## config.mk

```make
export PLATFORM = sky130hd
export DESIGN_NAME = gtbtg_flat
export DESIGN_NICKNAME = d
export VERILOG_FILES = /design/src/rtl/gtbtg_if.sv /design/src/rtl/gtbtg.sv /design/src/flat_wrapper.sv
export SDC_FILE = /design/constraint.sdc
export NUM_CORES = 1
export LEC_CHECK = 0
export BUFFER_PORTS_ARGS = -buffer_cell sky130_fd_sc_hd__clkbuf_2
export CORE_AREA = 2 2 39 41
export DETAILED_ROUTE_END_ITERATION = 10
export DIE_AREA = 0 0 41 43
export GPL_ROUTABILITY_DRIVEN = 1
export GPL_TIMING_DRIVEN = 0
export PLACE_DENSITY_LB_ADDON = 0.3
export SLEW_MARGIN = 10
export SYNTH_ARGS = -nofsm -noshare
export SYNTH_HDL_FRONTEND = slang
export SYNTH_SLANG_ARGS = --single-unit
```

## constraint.sdc

```tcl
create_clock -name clk -period 0.8 [get_ports clk]
set_input_delay 0.16 -clock clk [delete_from_list [all_inputs] [get_ports clk]]
set_output_delay 0.16 -clock clk [all_outputs]
set_load 0.1 [all_outputs]
```

## src/rtl/gtbtg_if.sv

```systemverilog
// ============================================================================
// gtbtg_if : data bundle for the registered Gray-code converter
// Rev 1.0
// ============================================================================
`default_nettype none

interface gtbtg_if #(
  parameter int N = 8
);
  logic         en;
  logic         mode;
  logic [N-1:0] x;
  logic [N-1:0] y;
  logic         y_valid;

  modport master (output en, output mode, output x, input y, input y_valid);
  modport slave  (input en, input mode, input x, output y, output y_valid);
endinterface

`default_nettype wire

```

## src/rtl/gtbtg.sv

```systemverilog
// ============================================================================
// gtbtg : registered bidirectional Gray converter (mode 0 B2G, mode 1 G2B)
// Rev 1.0
// ============================================================================
`default_nettype none

module gtbtg #(
  parameter int N = 8
) (
  input  logic    clk,
  input  logic    rst_n,
  gtbtg_if.slave  bus
);

  logic [N-1:0] w_b2g;
  logic [N-1:0] w_g2b;
  logic [N-1:0] y_d;
  logic [N-1:0] y_q;
  logic         y_valid_d;
  logic         y_valid_q;

  assign w_b2g = bus.x ^ (bus.x >> 1);

  // Each binary bit is the XOR of all Gray bits at or above it; a reduction
  // per bit avoids a rippled self-referencing vector.
  always_comb begin
    w_g2b = '0;
    for (int i = 0; i < N; i++) begin
      w_g2b[i] = ^(bus.x >> i);
    end
  end

  always_comb begin
    y_d       = '0;
    y_valid_d = 1'b0;
    if (bus.en) begin
      y_d       = bus.mode ? w_g2b : w_b2g;
      y_valid_d = 1'b1;
    end
  end

  always_ff @(posedge clk or negedge rst_n) begin
    if (!rst_n) begin
      y_q       <= '0;
      y_valid_q <= 1'b0;
    end else begin
      y_q       <= y_d;
      y_valid_q <= y_valid_d;
    end
  end

  assign bus.y       = y_q;
  assign bus.y_valid = y_valid_q;

endmodule

`default_nettype wire

```

## src/flat_wrapper.sv

```systemverilog
// flat-port wrapper written by rule: the top's interface ports become plain ports
module gtbtg_flat 
#(
  parameter int N = 8
)
  (clk, rst_n, bus_en, bus_mode, bus_x, bus_y, bus_y_valid);
  gtbtg_if #(.N(N)) bus_i ();
  input  logic clk;
  input  logic rst_n;
  input wire logic [$bits(bus_i.en)-1:0] bus_en;
  input wire logic [$bits(bus_i.mode)-1:0] bus_mode;
  input wire logic [$bits(bus_i.x)-1:0] bus_x;
  output wire logic [$bits(bus_i.y)-1:0] bus_y;
  output wire logic [$bits(bus_i.y_valid)-1:0] bus_y_valid;
  assign bus_i.en = bus_en;
  assign bus_i.mode = bus_mode;
  assign bus_i.x = bus_x;
  assign bus_y = bus_i.y;
  assign bus_y_valid = bus_i.y_valid;
  gtbtg #(.N(N)) u_core (.clk(clk), .rst_n(rst_n), .bus(bus_i));
endmodule
```

Yosys cells after proc, flatten, opt, wreduce, memory -nomap -nowiden:

Cells that the tools add are included.

* word-level logic and storage cells: 14
* input bits: 12
* register bits after elaboration: 9

* bitwise operators: 1
* reductions and logical operators: 8
* mux-type cells: 3

Operators with widths (number)
* $reduce_xor 8->1: 8
* $mux 8: 2
* $xor 8x7->8: 1
* $mux 1: 1

Depth between registers and ports, before layout:

* depth after elaboration: 3
* gate-level depth with buffers: 4

Worst setup path after synthesis:

No wires, ideal clock.

* kind: input-to-reg
* start point: input bus_x[7]
* end point: register u_core.y_q[0], in the netlist u_core.bus.y[0]
* setup time: 0.120 ns
* path buffers: 0
* stages: 4
* data arrival time: 1.108 ns
* path slack: -0.427 ns
* cells stage by stage: xnor3_2 xnor3_1 a21oi_1 and3b_1

* cells in the longest elaborated chain, start to end: 3

Ends and longest elaborated chain
* start: declaration: RTL line flat_wrapper.sv:12 `input wire logic [$bits(bus_i.x)-1:0] bus_x;`
* $reduce_xor 8->1: RTL line gtbtg.sv:29 `w_g2b[i] = ^(bus.x >> i);`
* $mux 8: RTL line gtbtg.sv:37 `y_d = bus.mode ? w_g2b : w_b2g;`
* $mux 8: RTL line gtbtg.sv:36 `if (bus.en) begin`
* net u_core.y_d[0]: RTL line gtbtg.sv:17 `logic [N-1:0] y_d;`
* end signal: assignment: RTL line gtbtg.sv:47 `y_q <= y_d;`
* end: declaration: RTL line gtbtg.sv:18 `logic [N-1:0] y_q;`

The timed path passes the listed nets, and every way through them passes these cells.

Worst setup path after layout:

* start point: input bus_x[6]
* end point: register u_core.y_q[0], in the netlist u_core.bus.y[0]

Same word-level chain as after synthesis.

==> impl_metrics.yaml <==
run_status:
  failed_checks: "negative setup slack"
  run_status: "finished, violations left"
global_routing:
  number_of_global_route_vias_before_repair: 387
  grt_pass1_wl_um: 1680
  globalRouteOverflowTotal: 0
  grt_antenna_before_repair: 0
  grt_max_degree: 11
  gr-usage-all-layers: 0.152
yosys:
  synthesis.nets: 54
  yosys_warnings: 0
  synth.lib_cells_used.distinct: 15
  synth.yosys.seq_area_share: 0.458
  synth_area_um2: 492
  synth_seq_cells: 9
  synthesis.instances: 42
  postSynthAreaPerCell_um2: 11.7
routing:
  wire_per_inst_um: 11.7
  first_pass_iters: 4
  drc_errors: 0
  via_per_inst: 4.55
  route.vias.total: 396
  antenna_left: 0
  drt_first_iter_violations: 3
  finalWirelength_um: 1020
layout:
  layout-drive-gt1-share: 0.549
  syn_to_final_growth_pct: 85.2
  layout.nets: 84
  antennaDiodeCount: 0
cts:
  numCtsBuffers: 3
  numClockSinks: 9
  cts.clk_slew.worst_paths_ps: 60
  cts-root-to-sink-buffers: 2
  tritoncts: "built"
  htreeDepth: 1
  clockRootBuffer: "sky130_fd_sc_hd__clkbuf_4"
sta:
  hold_viol_final: 0
  rsz_0062_raised_after_global_routing: "yes"
  max-slew-margin-rel: 0.844
  slew_violations: 0
  worst_slew_pin_slew_ps: 234
  setup_violations: 13
  final_period_minus_worst_setup_slack_ps: 1110
  final.setup.worst_slack_ps: -314
  timing.final.crit_share: 1.39
  max_freq_mhz: 898
floorplanning:
  placeableCoreArea_um2: 1380
  pin_count: 21
  core.rowCount: 14
  die-area_um2: 1760
  fp.dieW_um: 41
  effective_utilization_at_floorplan: 0.355
  die_y_um: 43
setup_path:
  crit_chain: "buf_8 -> xnor3_2 -> xnor3_1 -> a21oi_1 -> and3b_1"
  endpoint_kind: "register"
  path_delay_family: "XOR/XNOR gates"
  critPathRequiredTime_ps: 950
  slowest_stage_cell_cp: "sky130_fd_sc_hd__xnor3_2"
  cp.arrival_ps: 1260
  setup.worst_path.start_class: "input pin"
  path_max_fanout: 4
  setup.worst_path.start: "bus_x[6]"
  worst_path_largest_cell_delay_ps: 440
  timing.setup.critical_path_class: "in2reg"
  critical_path.endpoint: "u_core.bus.y[0]"
  critical_path_depth: 5
  critical_path_buf_inv_count: 1
pwr:
  pwr-share-comb: 0.477
  power.static_leakage_uw: 0.000427
  internal-power_uw: 1070
  share_clk_of_total_power: 0.198
  p_switching_uw: 654
  sw_frac_of_total: 0.379
  power_density_nw_per_um2: 1890
  max-vdd-ir-drop_v: 0.000900
  fin_total_pwr_uw: 1720
  power.share.sequential: 0.325
placement:
  gp_congestion: 0.666
  portBuffers: 20
  dp.final_hpwl_um: 617
  post-place-ws_ps: -611
flow_run:
  max_cap_viol_count: 0
hold_path:
  min_path_type: "in2reg"
  worst_hold_startpoint: "bus_en"
==> power by group through the flow <==
| stage | combinational (uW) | sequential, uW | clock, uW |
|---|---|---|---|
| finish | 822 | 560 | 341 |
| global route | 864 | 565 | 383 |
| CTS | 795 | 555 | 339 |
| detailed placement | 618 | 546 | 0 |
| global placement | 616 | 545 | 0 |
| floorplan | 175 | 873 | 0 |
==> logic make-up after synthesis <==
family | after synthesis | share of synthesized area
xor gates and xnor gates | 11 | 0.270
and+or+nand+nor | 13 | 0.178
AOI/OAI and AO/OA | 7 | 0.0763
buffers and inverters | 2 | 0.0178
DFF | 9 | 0.458
==> state kept, by name (all words and copies together), names as in the netlist <==
signal / flops
u_core.bus.y_valid: 1
u_core.bus.y: 8
==> per-stage QoR <==
| step | TNS, ps | instance area [um2] | cells | hold slack (ps) | utilization |
|---|---|---|---|---|---|
| 4_1_cts | -3690 | 878 | 84 | 104 | 0.635 |
| 3_5_place_dp | -4030 | 646 | 78 | 18.9 | 0.467 |
| 5_1_grt | -4180 | 911 | 87 | 84.7 | 0.658 |
| 3_3_place_gp | -3950 | 646 | 78 | 14.3 | 0.467 |
| 6_report | -3770 | 911 | 87 | 97.5 | 0.658 |
| 2_1_floorplan | -1460 | 526 | 42 | -136 | - |
==> synthesized netlist by cell type <==
master / count / area (um2)
sky130_fd_sc_hd__a21boi_1: 1 / 7.51
sky130_fd_sc_hd__a21oi_1: 5 / 25.0
sky130_fd_sc_hd__and2_1: 2 / 12.5
sky130_fd_sc_hd__and3b_1: 5 / 43.8
sky130_fd_sc_hd__buf_2: 1 / 5.00
sky130_fd_sc_hd__dfrtp_1: 9 / 225
sky130_fd_sc_hd__inv_1: 1 / 3.75
sky130_fd_sc_hd__nand3_1: 5 / 25.0
sky130_fd_sc_hd__o21ai_0: 1 / 5.00
sky130_fd_sc_hd__or3_1: 1 / 6.26
sky130_fd_sc_hd__xnor2_1: 2 / 17.5
sky130_fd_sc_hd__xnor3_1: 1 / 22.5
sky130_fd_sc_hd__xnor3_2: 1 / 23.8
sky130_fd_sc_hd__xor2_1: 6 / 52.6
sky130_fd_sc_hd__xor2_2: 1 / 16.3
==> layout by cell type (no fill, tap or decap), types with 2 or more instances in the layout <==
cell type	n
sky130_fd_sc_hd__a21oi_1	5
sky130_fd_sc_hd__buf_4	4
sky130_fd_sc_hd__clkbuf_4	3
sky130_fd_sc_hd__nand3_1	5
sky130_fd_sc_hd__and3b_1	5
sky130_fd_sc_hd__dfrtp_4	9
sky130_fd_sc_hd__clkbuf_16	9
sky130_fd_sc_hd__and2_1	2
sky130_fd_sc_hd__clkbuf_2	9
sky130_fd_sc_hd__xor2_1	6
sky130_fd_sc_hd__xnor2_1	2
==> area by class of cell <==
cell class | count | area (um2)
Timing Repair Buffer | 25 | 339
Sequential cell | 9 | 259
Fill cell | 96 | 473
Buffer | 1 | 5.00
Multi-Input combinational cell | 31 | 258
Clock buffer | 4 | 26.3
Inverter | 1 | 3.75
Tap cell | 16 | 20.0
==> routing by layer <==
layer	GRT usage	vias to the layer above	share of wire
met1	0.198	174	0.45
met2	0.197	18	0.44
met3	0.0366	2	0.093
li1	-	202	-
met4	0.140	0	0.024
met5	0	-	0
==> what timing repair did <==
action / CTS / global route
resized for setup: 28 / 4
gates cloned: 0 / 0
hold buffers: 1 / 0
setup buffers: 1 / 3
hold endpoints to repair: 9 / 0
pin swaps: 2 / 3
setup endpoints to repair: 13 / 13
==> how the worst min path moves through the flow <==
stage                                     to  slack (ps)  cells after the start
after CTS                 u_core.bus.y_valid         100                      1
after global placement       u_core.bus.y[2]          10                      1
after detailed placement     u_core.bus.y[3]          20                      1
final                     u_core.bus.y_valid         100                      1
after floorplan              u_core.bus.y[0]        -140                      0
after global routing      u_core.bus.y_valid          80                      1
No activity file was read; power rests on OpenSTA's default activity.
